==> src/rtl/npu_operand_fetch_pkg.sv <==
// rtl/npu_operand_fetch_pkg.sv - shared select code, FSM states and widths for the NPU operand fetcher
package npu_operand_fetch_pkg;

  localparam logic SEL_NPU_ALU = 1'b1;
  localparam int   ADDR_W      = 5;
  localparam int   LANE_W      = 8;

  typedef enum logic [1:0] {
    FETCH_IDLE,
    FETCH_RUN,
    FETCH_DRAIN,
    FETCH_DONE
  } fetch_state_e;

endpackage

==> src/rtl/npu_operand_buf.sv <==
// rtl/npu_operand_buf.sv - NUM_OPS x 8-bit operand lane register with clear and indexed write
module npu_operand_buf
  import npu_operand_fetch_pkg::*;
#(
  parameter int NUM_OPS = 4,
  parameter int IDX_W   = 3
) (
  input  logic                      clk,
  input  logic                      rst,
  input  logic                      clr,
  input  logic                      wr_en,
  input  logic [IDX_W-1:0]          wr_idx,
  input  logic [LANE_W-1:0]         wr_data,
  output logic [NUM_OPS*LANE_W-1:0] lanes
);

  always_ff @(posedge clk) begin
    if (rst || clr) begin
      lanes <= '0;
    end else if (wr_en) begin
      for (int k = 0; k < NUM_OPS; k++) begin
        if (wr_idx == IDX_W'(k)) begin
          lanes[k*LANE_W +: LANE_W] <= wr_data;
        end
      end
    end
  end

endmodule

==> src/rtl/npu_operand_fetch.sv <==
// rtl/npu_operand_fetch.sv - burst-fetches register-file operands for the NPU ALU and muxes the shared read port
module npu_operand_fetch
  import npu_operand_fetch_pkg::*;
#(
  parameter int NUM_OPS = 4,
  parameter int CNT_W   = $clog2(NUM_OPS + 1)
) (
  input  logic                      clk_i,
  input  logic                      rst_i,
  input  logic                      npu_alu_sel_i,
  input  logic                      req_valid_i,
  output logic                      req_ready_o,
  input  logic [ADDR_W-1:0]         req_base_addr_i,
  input  logic [CNT_W-1:0]          req_count_i,
  input  logic                      cpu_rd_en_i,
  input  logic [ADDR_W-1:0]         cpu_rd_addr_i,
  output logic                      rd_reg_en_o,
  output logic [ADDR_W-1:0]         rd_reg_addr_o,
  input  logic [LANE_W-1:0]         rd_reg_data_i,
  output logic                      ops_valid_o,
  input  logic                      ops_ready_i,
  output logic [NUM_OPS*LANE_W-1:0] ops_data_o,
  output logic                      busy_o
);

  fetch_state_e      state, state_next;
  logic [ADDR_W-1:0] base;
  logic [CNT_W-1:0]  count;
  logic [CNT_W-1:0]  count_clamped;
  logic [CNT_W-1:0]  issue_idx;
  logic [CNT_W-1:0]  capture_idx;
  logic              pending;
  logic              npu_sel;
  logic              issue;
  logic              last_issue;
  logic              capture;
  logic              clr;

  assign npu_sel       = (npu_alu_sel_i == SEL_NPU_ALU);
  assign issue         = (state == FETCH_RUN) && npu_sel;
  assign last_issue    = issue && (issue_idx == count - CNT_W'(1));
  // Returning data is captured even if the CPU has since taken the port.
  assign capture       = pending && ((state == FETCH_RUN) || (state == FETCH_DRAIN));
  assign clr           = (state == FETCH_IDLE) && req_valid_i;
  assign count_clamped = ((req_count_i == '0) || (req_count_i > CNT_W'(NUM_OPS)))
                         ? CNT_W'(NUM_OPS) : req_count_i;

  always_ff @(posedge clk_i) begin
    if (rst_i) begin
      state       <= FETCH_IDLE;
      base        <= '0;
      count       <= '0;
      issue_idx   <= '0;
      capture_idx <= '0;
      pending     <= 1'b0;
    end else begin
      state   <= state_next;
      pending <= issue;
      if (clr) begin
        base        <= req_base_addr_i;
        count       <= count_clamped;
        issue_idx   <= '0;
        capture_idx <= '0;
      end else begin
        if (issue)   issue_idx   <= issue_idx + CNT_W'(1);
        if (capture) capture_idx <= capture_idx + CNT_W'(1);
      end
    end
  end

  always_comb begin
    state_next  = state;
    req_ready_o = 1'b0;
    ops_valid_o = 1'b0;
    busy_o      = 1'b1;
    case (state)
      FETCH_IDLE: begin
        req_ready_o = 1'b1;
        busy_o      = 1'b0;
        if (req_valid_i) state_next = FETCH_RUN;
      end
      FETCH_RUN: begin
        if (last_issue) state_next = FETCH_DRAIN;
      end
      FETCH_DRAIN: begin
        state_next = FETCH_DONE;
      end
      FETCH_DONE: begin
        ops_valid_o = 1'b1;
        if (ops_ready_i) state_next = FETCH_IDLE;
      end
      default: state_next = FETCH_IDLE;
    endcase
  end

  always_comb begin
    rd_reg_en_o   = 1'b0;
    rd_reg_addr_o = '0;
    if (!npu_sel) begin
      rd_reg_en_o   = cpu_rd_en_i;
      rd_reg_addr_o = cpu_rd_addr_i;
    end else if (issue) begin
      rd_reg_en_o   = 1'b1;
      rd_reg_addr_o = base + ADDR_W'(issue_idx);
    end
  end

  npu_operand_buf #(
    .NUM_OPS(NUM_OPS),
    .IDX_W  (CNT_W)
  ) u_buf (
    .clk    (clk_i),
    .rst    (rst_i),
    .clr    (clr),
    .wr_en  (capture),
    .wr_idx (capture_idx),
    .wr_data(rd_reg_data_i),
    .lanes  (ops_data_o)
  );

endmodule

==> config.mk <==
export PLATFORM = sky130hd
export DESIGN_NAME = npu_operand_fetch
export DESIGN_NICKNAME = d
export VERILOG_FILES = /design/src/rtl/npu_operand_fetch_pkg.sv /design/src/rtl/npu_operand_buf.sv /design/src/rtl/npu_operand_fetch.sv
export SDC_FILE = /design/constraint.sdc
export NUM_CORES = 1
export LEC_CHECK = 0
export CELL_PAD_IN_SITES_DETAIL_PLACEMENT = 1
export CELL_PAD_IN_SITES_GLOBAL_PLACEMENT = 1
export CORE_MARGIN = 3
export CORE_UTILIZATION = 36
export CTS_CLUSTER_DIAMETER = 30
export DETAILED_ROUTE_END_ITERATION = 10
export PLACE_DENSITY = 0.76
export SYNTH_ARGS = -nofsm -noshare
export SYNTH_HDL_FRONTEND = slang
export SYNTH_HIERARCHICAL = 1
export SYNTH_SLANG_ARGS = --single-unit
==> constraint.sdc <==
create_clock -name clk_i -period 2.37 [get_ports clk_i]
set_clock_uncertainty 0.15 [all_clocks]
set_input_delay 0.237 -clock clk_i [delete_from_list [all_inputs] [get_ports clk_i]]
set_output_delay 0.237 -clock clk_i [all_outputs]
set_load 0.02 [all_outputs]
=== Word-level counts from Yosys, hierarchy flattened ===
Index checks and enable logic that the tools add are counted.

* Register bits after elaboration: 49
* Input port bits: 27
* Output and inout bits: 41

* Add/subtract/negate cells: 4
* Order comparisons: 1
* Equality and inequality tests: 10
* Muxes and demuxes: 12
* Reduce and logical (&&, ||, !) cells: 16

{| class="wikitable"
|+ Operators by type and width
! operator !! number
|-
| 5-bit two-way mux || 2
|-
| 2-bit one-hot mux with 4 select lines || 1
|-
| 2-bit AND reduction || 4
|-
| 3-bit by 1-bit adder with 3-bit output, second input constant || 2
|-
| 3-bit by 2-bit equality test with 1-bit output, second input constant || 2
|-
| 3-bit zero test || 2
|-
| 2-bit two-way mux || 3
|-
| 2-bit inequality test, second input constant || 3
|-
| 5-bit by 3-bit adder with 5-bit output || 1
|-
| 1-bit two-way mux || 5
|-
| 2-bit equality test, second input constant || 2
|-
| 1-bit logical AND || 4
|-
| 3-bit by 1-bit equality test with 1-bit output, second input constant || 1
|-
| 3-bit equality test || 1
|-
| 3-bit > comparator, second input constant || 1
|-
| 1-bit logical OR || 3
|-
| 3-bit two-way mux || 1
|-
| 3-bit AND reduction || 1
|-
| 3-bit by 1-bit subtractor with 3-bit output, second input constant || 1
|-
| 2-bit by 1-bit equality test with 1-bit output, second input constant || 1
|-
| 2-bit zero test || 1
|-
| 2-bit OR reduction || 1
|}

=== Longest topological paths before layout ===
* Word-level depth: 5
* Depth in mapped cells: 7
* Mapped depth without buffers: 7

=== By module ===
The synthesis kept the hierarchy.

{| class="wikitable"
|+ By module, submodules not included
! module !! times used !! cells each !! area an instance (sq um)
|-
| npu_operand_buf || 1 || 121 || 1423.9
|-
| npu_operand_fetch || 1 || 123 || 1008.5
|}

=== Worst setup path before layout ===
Ideal clock, no wire load.

* Path kind: register to register
* Start point: register state[0]
* End point: register u_buf.lanes[16]
* Arrival: 1.851 ns
* Required time: 2.148 ns
* Setup slack: 0.298 ns
* Stages on the path, launching flop included: 8
* Path buffers: 1
* Clock period less this slack: 2.072 ns
* Path through: dfxtp_1 -> inv_1 -> ha_1 -> nand2_1 -> inv_2 -> clkbuf_1 -> or3b_2 -> mux2i_1

{| class="wikitable"
|+ RTL lines
! element !! line !! text
|-
| start, declared || npu_operand_fetch.sv:26 || <nowiki>fetch_state_e state, state_next;</nowiki>
|-
| start signal, assigned || npu_operand_fetch.sv:57 || <nowiki>state <= state_next;</nowiki>
|-
| 2-bit zero test || npu_operand_fetch.sv:44 || <nowiki>assign clr = (state == FETCH_IDLE) && req_valid_i;</nowiki>
|-
| 1-bit logical AND || npu_operand_fetch.sv:44 ||
|-
| named net clr || npu_operand_fetch.sv:37 || <nowiki>logic clr;</nowiki>
|-
| 1-bit logical OR || npu_operand_buf.sv:18 || <nowiki>if (rst || clr) begin</nowiki>
|-
| end signal, assigned by index || npu_operand_buf.sv:23 || <nowiki>lanes[k*LANE_W +: LANE_W] <= wr_data;</nowiki>
|-
| end, declared || npu_operand_buf.sv:14 || <nowiki>output logic [NUM_OPS*LANE_W-1:0] lanes</nowiki>
|}

The timed path passes the listed nets, and every way through them passes these cells.
A chain may end at the register's enable or synchronous reset.

=== Final worst setup path ===
* Start point: register issue_idx[0]
* End point: output rd_reg_addr_o[4]

* Cells in the longest elaborated chain, start to end: 3

{| class="wikitable"
|+ RTL lines
! element !! line !! text
|-
| start, declared || npu_operand_fetch.sv:30 || <nowiki>logic [CNT_W-1:0] issue_idx;</nowiki>
|-
| start signal, assigned || npu_operand_fetch.sv:65 || <nowiki>if (issue) issue_idx <= issue_idx + CNT_W'(1);</nowiki>
|-
| 5-bit by 3-bit adder with 5-bit output || npu_operand_fetch.sv:104 || <nowiki>rd_reg_addr_o = base + ADDR_W'(issue_idx);</nowiki>
|-
| 5-bit two-way mux || npu_operand_fetch.sv:102 || <nowiki>end else if (issue) begin</nowiki>
|-
| 5-bit two-way mux || npu_operand_fetch.sv:99 || <nowiki>if (!npu_sel) begin</nowiki>
|-
| end, declared || npu_operand_fetch.sv:18 || <nowiki>output logic [ADDR_W-1:0] rd_reg_addr_o,</nowiki>
|}

No other way between the ends.

==> out/qor.txt <==
Register area share after synthesis: 40.3%
Nets@finish: 356
Slew HR: 56.2%
Crit-path leading delay family: adder cells
First-pass GRT wire length: 10,100 um
Net Count, Synth: 283
GRT Total Usage: 16.6%
Die area: 7780 um2
Vias in the first global route: 2,188
Hpwl dp: 4410 um
Most frequent cells in the layout: clkdlybuf4s50_1 (62), dfxtp_1 (48), or3b_2 (40)
PnR worst setup slack: 0.0801 ns
Period utilization: 96.6%
Number of DRC markers in iteration 0: 44
WP data arrival: 1.90 ns
Max stage delay on crit path: 0.35 ns
Synth Register Bits: 49
Post-Synthesis Cell Area: 2430 um2
Via count: 2,025
RR Endpoint: u_buf/lanes[6]
CP Launch Type: flip-flop
Final GP Congestion: 0.721
Max Slew Vio Count: 0
Ant. Diodes: 0
CP max stage cell: dfxtp_1
Setup Crit Path Kind: flip-flop to output pin
DR DRC count: 0
Hold Fails Final Rpt: 0
Hold Buf Count CTS: 0
Largest net degree at the start of global routing: 55
Initial antenna violation count: 0
End-of-flow core utilization: 51.5%
Hold path depth: 2
Hold/Removal Path Class: flip-flop to flip-flop
Cells after Synth: 244
Pre-CTS WS: -0.151 ns
Root buffer cell: clkbuf_8
Period minus WS final: 2.29 ns
Max Fclk: 0.437 GHz
Htree depth: 2
Num ports: 68
Reg clk slew, reported paths: 0.10 ns
Count of different cell masters after synthesis: 34
Layout cells sized above 1: 21.7%
CP bufs+invs: 2
Worst Tran Pin Value: 0.656 ns
Total power: 2040 uW
CTS max path bufs: 2
Reg-to-Reg Start: state[0]
CP cell instances: ha_1, inv_1, fa_2, nor2b_2, o21ai_1, xor2_1, o22ai_1, buf_4
Placed cell area: 3240 um2
Max-cap viol count: 0
Fill cell count: 742
Setup-failing EPs final: 0
Syn-to-layout area delta: 36.9%
Clk_lat worst skew: 0.31 ns
Initial Utilization: 37.7%
Leakage: 0.00143 uW
Gr ovfl total: 0
Worst Path Required: 1.98 ns
Placeable core region: 6460 um2
Row count: 29
Pwr/cell area: 612 nW/um2
Hold_ws: 0.318 ns
Mean Syn Cell Area: 9.97 um2
Setup Buffers After CTS: 0
CP endpoint kind: output pin
Synth Warn #: 6
CTS sink cnt: 49
R2R Setup Slk: 0.21 ns
WL final: 6160 um
Via density: 5.13
CTS tree: built
Status: finished, final reports clean
CTS Buf Count: 5
Non-Filler Cell Area, Final: 3330 um2
R2R depth: 6
Port Buffers: 67
Die X-Extent: 88.2 um
Hold Crit Start: base[2]
Drt pass-1 iters: 4
Wire per inst: 15.6 um
Hold Path Sink: base[2]
Worst Path Max Fanout: 2
Antenna-violating nets left: 0
Die Y: 88.2 um
Commonest non-fill, non-tap cell in the layout: clkdlybuf4s50_1
Max VDD drop: 0.000246 V
[sequential cells by signal, summed over array words and instances, names as in the netlist]
name,flops
u_buf/lanes,32
base,5
capture_idx,3
count,3
issue_idx,3
state,2
pending,1
[worst max-delay path by stage]
stage                            end  depth (start not counted)          from
finish              rd_reg_addr_o[4]                          8  issue_idx[0]
global route        rd_reg_addr_o[4]                          8  issue_idx[0]
CTS                 rd_reg_addr_o[4]                          8  issue_idx[0]
detailed placement  rd_reg_addr_o[4]                          8       base[0]
global placement    rd_reg_addr_o[4]                          8       base[0]
floorplan            u_buf/lanes[16]                          7      state[0]
[cell families (layout without fill, tap and decap cells)]
kind of cell / after synthesis / after routing / share of synthesized area [%]
xor gates and xnor gates: 10 / 10 / 3.60
and+or+nand+nor: 85 / 85 / 24.4
buffers and inverters: 31 / 105 / 5.20
DFF: 49 / 49 / 40.3
adders and majority gates: 12 / 12 / 6.48
muxes: 34 / 34 / 14.0
AOI/OAI and AO/OA: 23 / 23 / 5.97
[worst min-delay path, stage by stage, from the launching register on]
cell	delay, ns
dfxtp_1	0.33
nand2_1	0.05
a21oi_1	0.05
[timing repair]
| item | in CTS | in global routing |
|---|---|---|
| gates resized for setup | 12 | 5 |
| setup endpoints to repair | 4 | 4 |
| cloned | 0 | 0 |
| pin swaps | 0 | 0 |
[per-layer routing]
| metal | vias up | wire, um | global-route usage (%) | share of wire, % |
|---|---|---|---|---|
| met1 | 982 | 2620 | 19.2 | 42 |
| met4 | 0 | 53 | 4.12 | 0.86 |
| met2 | 52 | 3080 | 29.8 | 50 |
| met3 | 5 | 415 | 4.99 | 6.7 |
| li1 | 986 | - | - | - |
| met5 | - | 0 | 0 | 0 |
[Yosys cell counts]
master	instances	area [um2]
nand3_1	4	20.0
fa_1	1	20.0
or4b_1	1	10.0
o21ai_0	4	20.0
nand4bb_1	2	22.5
buf_6	1	11.3
nand2b_1	4	25.0
nand2_1	18	67.6
or2_2	1	6.26
mux2i_1	34	340
o32ai_1	1	8.76
nor2b_1	2	12.5
xor2_1	8	70.1
nand3b_1	3	22.5
buf_2	2	10.0
o21bai_1	1	7.51
clkbuf_1	10	37.5
a21o_1	1	7.51
nor2_1	6	22.5
o221ai_1	1	8.76
xnor2_1	2	17.5
nand2_2	1	6.26
o22ai_1	3	18.8
nor4bb_1	1	10.0
inv_1	17	63.8
and4b_1	1	10.0
a21oi_1	10	50.1
dfxtp_1	49	981
nand4b_1	1	8.76
a211oi_1	1	7.51
inv_2	1	3.75
ha_1	11	138
or3b_2	40	350
o32ai_2	1	16.3
[final cells by class]
class / count / area, um2 / area share, %
multi-input combinational: 164 / 1330 / 39.9
sequential: 49 / 982 / 29.5
timing repair buffer: 79 / 767 / 23.0
tap: 77 / 96.3 / 2.89
clock buffer: 5 / 68.8 / 2.07
inverter: 18 / 67.6 / 2.03
clock inverter: 3 / 17.5 / 0.526
[power breakdown]
part	leakage (uW)	internal, uW	switching, uW
Clock	0.0000439	204	288
Sequential	0.000397	870	37.2
Combinational	0.000991	271	367
[stage by stage]
stage	std cells	TNS (ns)
2_1_floorplan	244	0
3_3_place_gp	387	-0.0494
3_5_place_dp	387	-0.151
4_1_cts	395	0
5_1_grt	395	-0.0150
6_report	395	0
Power figures use the tool's default switching activity.
